$ cat src/rtl/i2s_tx_10xe_aud_pkg.sv
// i2s_tx_10xe_aud_pkg: shared field positions, FSM states and stereo-pair type for the audio receive stage
package i2s_tx_10xe_aud_pkg;
    localparam int SMP_LSB       = 4;
    localparam int SMP_MSB       = 27;
    localparam int PAR_BIT       = 31;
    localparam int TID_RIGHT_BIT = 0;
    typedef enum logic {WAIT_L, WAIT_R} aud_rx_state_e;
    typedef struct packed {logic [23:0] l, r;} aud_pair_t;
endpackage

$ cat src/rtl/i2s_tx_10xe_pair_fifo.sv
// i2s_tx_10xe_pair_fifo: synchronous first-word-fall-through FIFO of stereo pairs
// When empty the output holds the last popped pair (zero after reset or flush).
module i2s_tx_10xe_pair_fifo
    import i2s_tx_10xe_aud_pkg::*;
#(
    parameter int DEPTH = 8
) (
    input  logic                   clk_i,
    input  logic                   rstn_i,
    input  logic                   flush_i,
    input  logic                   push_i,
    input  aud_pair_t              pair_i,
    input  logic                   pop_i,
    output aud_pair_t              pair_o,
    output logic [$clog2(DEPTH):0] level_o,
    output logic                   full_o,
    output logic                   empty_o
);
    localparam int AW = $clog2(DEPTH);
    aud_pair_t     mem_q [DEPTH];
    aud_pair_t     last_q;
    logic [AW-1:0] wr_q, rd_q;
    logic [AW:0]   level_q, level_d;
    logic          do_push, do_pop;
    assign full_o  = level_q == (AW+1)'(DEPTH);
    assign empty_o = level_q == '0;
    assign do_push = push_i & ~full_o;
    assign do_pop  = pop_i & ~empty_o;
    assign level_d = level_q + (AW+1)'(do_push) - (AW+1)'(do_pop);
    assign level_o = level_q;
    assign pair_o  = empty_o ? last_q : mem_q[rd_q];
    always_ff @(posedge clk_i) begin
        if (!rstn_i || flush_i) begin
            wr_q    <= '0;
            rd_q    <= '0;
            level_q <= '0;
            last_q  <= '0;
        end else begin
            level_q <= level_d;
            if (do_push) wr_q <= wr_q + AW'(1);
            if (do_pop) begin
                rd_q   <= rd_q + AW'(1);
                last_q <= mem_q[rd_q];
            end
        end
    end
    always_ff @(posedge clk_i) begin
        if (do_push) mem_q[wr_q] <= pair_i;
    end
endmodule

$ cat src/rtl/i2s_tx_10xe_aud_stream_rx.sv
// i2s_tx_10xe_aud_stream_rx: AXI-Stream audio receive, L/R pairing for one channel pair, pair FIFO
// Optional parity check with zeroing of bad samples: define I2S_TX_10XE_PARITY_CHECK_EN.
module i2s_tx_10xe_aud_stream_rx
    import i2s_tx_10xe_aud_pkg::*;
#(
    parameter int FIFO_DEPTH = 8,
    parameter int SMP_W      = 24
) (
    input  logic                        s_axis_aud_aclk,
    input  logic                        s_axis_aud_aresetn,
    input  logic [31:0]                 s_axis_aud_tdata,
    input  logic [2:0]                  s_axis_aud_tid,
    input  logic                        s_axis_aud_tvalid,
    output logic                        s_axis_aud_tready,
    input  logic                        aud_en,
    input  logic [1:0]                  cfg_pair,
    output logic                        smp_valid,
    input  logic                        smp_ready,
    output logic [SMP_W-1:0]            smp_left,
    output logic [SMP_W-1:0]            smp_right,
    output logic [$clog2(FIFO_DEPTH):0] fifo_level,
    output logic                        ch_err,
    output logic                        par_err
);
    aud_rx_state_e    state_q, state_d;
    logic [SMP_W-1:0] left_q, left_d, smp, smp_chk;
    logic [1:0]       cfg_q;
    logic             run_q, ch_err_q, ch_err_d, acc, kept, is_r, push, full, empty;
    logic             unused_bits;
    aud_pair_t        head;
    assign unused_bits       = ^{s_axis_aud_tdata[3:0], s_axis_aud_tdata[31:28]};
    assign s_axis_aud_tready = aud_en & run_q & ~full;
    assign acc  = s_axis_aud_tvalid & s_axis_aud_tready;
    assign kept = acc & (s_axis_aud_tid[2:1] == cfg_q);
    assign is_r = s_axis_aud_tid[TID_RIGHT_BIT];
    assign smp  = s_axis_aud_tdata[SMP_MSB:SMP_LSB];
`ifdef I2S_TX_10XE_PARITY_CHECK_EN
    logic par_bad, par_err_q;
    assign par_bad = ^s_axis_aud_tdata[PAR_BIT:SMP_LSB];
    assign smp_chk = par_bad ? '0 : smp;
    assign par_err = par_err_q;
    always_ff @(posedge s_axis_aud_aclk) begin
        par_err_q <= s_axis_aud_aresetn & kept & par_bad;
    end
`else
    assign smp_chk = smp;
    assign par_err = 1'b0;
`endif
    always_ff @(posedge s_axis_aud_aclk) begin
        state_q <= (!s_axis_aud_aresetn || !aud_en) ? WAIT_L : state_d;
    end
    always_comb begin
        state_d = kept ? (is_r ? WAIT_L : WAIT_R) : state_q;
    end
    always_comb begin
        push     = kept & is_r & (state_q == WAIT_R);
        ch_err_d = kept & (is_r == (state_q == WAIT_L));
        left_d   = (kept & ~is_r) ? smp_chk : left_q;
    end
    always_ff @(posedge s_axis_aud_aclk) begin
        if (!s_axis_aud_aresetn) begin
            run_q    <= 1'b0;
            cfg_q    <= '0;
            left_q   <= '0;
            ch_err_q <= 1'b0;
        end else begin
            run_q    <= 1'b1;
            cfg_q    <= aud_en ? cfg_q : cfg_pair;
            left_q   <= aud_en ? left_d : '0;
            ch_err_q <= ch_err_d;
        end
    end
    i2s_tx_10xe_pair_fifo #(.DEPTH(FIFO_DEPTH)) u_fifo (
        .clk_i   (s_axis_aud_aclk),
        .rstn_i  (s_axis_aud_aresetn),
        .flush_i (~aud_en),
        .push_i  (push),
        .pair_i  ('{l: left_q, r: smp_chk}),
        .pop_i   (smp_ready),
        .pair_o  (head),
        .level_o (fifo_level),
        .full_o  (full),
        .empty_o (empty)
    );
    assign smp_valid = ~empty;
    assign smp_left  = head.l;
    assign smp_right = head.r;
    assign ch_err    = ch_err_q;
endmodule
$ cat config.mk
export PLATFORM = sky130hd
export DESIGN_NAME = i2s_tx_10xe_aud_stream_rx
export DESIGN_NICKNAME = d
export VERILOG_FILES = /design/src/rtl/i2s_tx_10xe_aud_pkg.sv /design/src/rtl/i2s_tx_10xe_pair_fifo.sv /design/src/rtl/i2s_tx_10xe_aud_stream_rx.sv
export SDC_FILE = /design/constraint.sdc
export NUM_CORES = 1
export LEC_CHECK = 0
export ABC_AREA = 1
export BUFFER_PORTS_ARGS = -buffer_cell sky130_fd_sc_hd__buf_4
export CORE_MARGIN = 1.5
export CORE_UTILIZATION = 55
export CTS_BUF_LIST = sky130_fd_sc_hd__clkbuf_4 sky130_fd_sc_hd__clkbuf_8 sky130_fd_sc_hd__clkbuf_16
export DETAILED_ROUTE_END_ITERATION = 12
export GPL_ROUTABILITY_DRIVEN = 1
export PLACE_DENSITY = 0.78
export SLEW_MARGIN = 20
export SYNTH_ARGS = -nofsm -noshare
export SYNTH_HDL_FRONTEND = slang
export SYNTH_SLANG_ARGS = --single-unit
$ cat constraint.sdc
create_clock -name s_axis_aud_aclk -period 4.03 [get_ports s_axis_aud_aclk]
set_input_delay 0.6045 -clock s_axis_aud_aclk [delete_from_list [all_inputs] [get_ports s_axis_aud_aclk]]
set_output_delay 0.6045 -clock s_axis_aud_aclk [all_outputs]
set_load 0.01 [all_outputs]
==> results.sh <==
export IMPL_cp_cell_sequence="buf_4 -> nor2_1 -> nor2_1 -> o21ai_0 -> nand3_1 -> o21ai_1 -> o21ai_1 -> buf_4"
export IMPL_drc_errors=0
export IMPL_yosysTopAreaCell="edfxtp_1"
export IMPL_rows=67
export IMPL_crit_path_top_delay_cell="buf_4"
export IMPL_final_fill_count=2436
export IMPL_rr_worst_depth=10
export IMPL_fin_crit_ps=3360
export IMPL_rsz0062_at_grt="false"
export IMPL_hold_depth=1
export IMPL_dp_hpwl_mm=22.9
export IMPL_setup_viol=0
export IMPL_grt_overflow_total=0
export IMPL_synth_edf_count=384
export IMPL_cts_buffer_depth=3
export IMPL_utilization_pct=63.6
export IMPL_hold_violations=0
export IMPL_criticalPathCategory="reg -> out"
export IMPL_clk_latency_ps=540
export IMPL_cts_setup_buffers=0
export IMPL_place_congestion=0.742
export IMPL_relSlewSlack_pct=29.7
export IMPL_start_util_pct=56.0
export IMPL_peakVddDrop_mv=0.436
export IMPL_grt_pass1_wl_mm=66.1
export IMPL_boundaryPins=98
export IMPL_max_freq_mhz=298
export IMPL_clk_pin_slew_ps=60
export IMPL_startpoint_type="register"
export IMPL_dr_pass1_iters=6
export IMPL_synth_commonest_cells="nor2_1 (404), edfxtp_1 (384), o21ai_0 (233)"
export IMPL_via_count=12718
export IMPL_place_area_sq_um=19800
export IMPL_power_density_nw_per_um2=523
export IMPL_synthCells=1682
export IMPL_core_sq_um=33600
export IMPL_diodes=0
export IMPL_cts_made_buffers=46
export IMPL_period_share_pct=83.4
export IMPL_numClockSinks=474
export IMPL_ys_types=29
export IMPL_drt_iter0_drc=1367
export IMPL_totalWireLength_mm=42.3
export IMPL_path_max_fanout=70
export IMPL_die_w_microns=188
export IMPL_antenna_found_initial=0
export IMPL_leakage_uw=0.00765
export IMPL_syn_area_per_cell_sq_um=11.2
export IMPL_synthFlopType="edfxtp_1"
export IMPL_worst_path_buf_inv=2
export IMPL_timing_critical_path_to_type="primary output"
export IMPL_finalNonFillerCells=2217
export IMPL_synth_area_top_cells="edfxtp_1 (61%), dfxtp_1 (9.6%), nor2_1 (8.1%)"
export IMPL_root_buffer="clkbuf_16"
export IMPL_ys_ff_latch=474
export IMPL_fin_area_sq_um=21400
export IMPL_dp_cells=2134
export IMPL_cts_tree="yes"
export IMPL_die_h_microns=188
export IMPL_worstPathRequired_ps=3430
export IMPL_fin_nets=1785
export IMPL_fin_setup_tns_ps=0
export IMPL_h_tree_depth=2
export IMPL_viasPerCell=5.74
export IMPL_yosysMostFrequentCell="nor2_1"
export IMPL_cts_resized=0
export IMPL_hold_path_class="in -> reg"
export IMPL_ys_async_sr_fraction_pct=0
export IMPL_cpLargestDelayFamily="buffers and inverters"
export IMPL_maxSlewViolCount=0
export IMPL_grt_max_degree=193
export IMPL_ys_warn_count=0
export IMPL_cap_violations=0
export IMPL_hold_buffers=0
export IMPL_wl_per_cell_microns=19.1
export IMPL_arrival_ps=2760
export IMPL_status="complete, no violations"
export IMPL_drive_above_1_share_pct=13.1
export IMPL_port_buffers=88
export IMPL_ant_nets=0
export IMPL_grt_usage_pct=24.1
export IMPL_fin_skew_ps=16.9
export IMPL_cpPeakStageDelay_ps=680
export IMPL_grt_pass1_vias=12341
export IMPL_tightest_slew_ps=1050
export IMPL_syn2layout_area_growth_pct=13.6
export IMPL_path_depth=8
export IMPL_dieArea_sq_um=35300
export IMPL_synth_area_sq_um=18800
export IMPL_syn_nets=1733
export IMPL_netlist_area_leader_share_pct=61.3
export IMPL_total_power_uw=11200
export IMPL_yosysSeqAreaShare_pct=70.9
sequential cells by signal, indices dropped and copies added (netlist names), named ones only:
name and count:
left_q 24, cfg_q 2, u_fifo.mem_q 384, u_fifo.last_q 48
u_fifo.level_o 4, u_fifo.rd_q 3, state_q 1, ch_err 1
run_q 1, u_fifo.wr_q 3
through the flow:
stage               setup slack, ps  hold slack [ps]
floorplan                       250              440
global placement               1270              452
detailed placement             1180              469
CTS                             585              188
global route                    467              188
finish                          669              208
cell families after synthesis:
| group | share of synthesized area, % |
|---|---|
| simple gates | 13.5 |
| other cells | 0.0199 |
| fa+ha+maj | 0.639 |
| buf+inv | 3.40 |
| xor+xnor | 0.0931 |
| compound gates | 11.5 |
| flops | 70.9 |
worst paths after layout:
check                     startpoint             endpoint  slack (ps)
setup / recovery            register          smp_left[1]         670
hold / removal    s_axis_aud_aresetn                run_q         210
setup reg to reg   u_fifo.level_o[2]  u_fifo.mem_q[0][24]        1300
hold reg to reg             cfg_q[0]             cfg_q[0]         480
layer usage:
metal  GRT usage, %  vias up  share of wire [%]
li1               -     5966                  -
met1           33.0     6143                 41
met2           39.3      519                 48
met3           3.50       90                7.6
met4           9.02        0                3.2
met5              0        -                  0
power breakdown:
group | total [uW] | internal [uW] | switching (uW)
sequential | 5370 | 5320 | 54.8
clock | 4340 | 2600 | 1730
combinational | 1470 | 480 | 986
worst reg2reg max path, delay by kind of cell (launching register included):
family                     cells  cell delay, ps
buffers and inverters          3             830
and+or+nand+nor                6             890
DFF                            1             350
adders and majority gates      1             200
cell usage in the layout (no fill, tap or decap), types with 5 or more instances in the layout:
master and instances:
nor2_1 396, edfxtp_1 384, o21ai_0 233, nand2_1 142, buf_4 111, o21ai_1 110, dfxtp_1 87, a21oi_1 69
nand3_1 66, clkbuf_16 47, inv_1 26, clkbuf_4 13, nand3_2 11, a21oi_2 10, nor2_4 9, ha_1 8
clkinv_2 8, clkinv_1 7, bufinv_16 5
area by class of cell:
cell class	count	area, sq um	area share [%]
clock buffer	63	1320	6.15
clock inverter	20	229	1.07
inverter	33	131	0.615
multi-input combinational	1065	4900	22.9
sequential	474	13300	62.4
tap	448	561	2.62
timing repair buffer	114	893	4.18
Power figures use the tool's default switching activity.
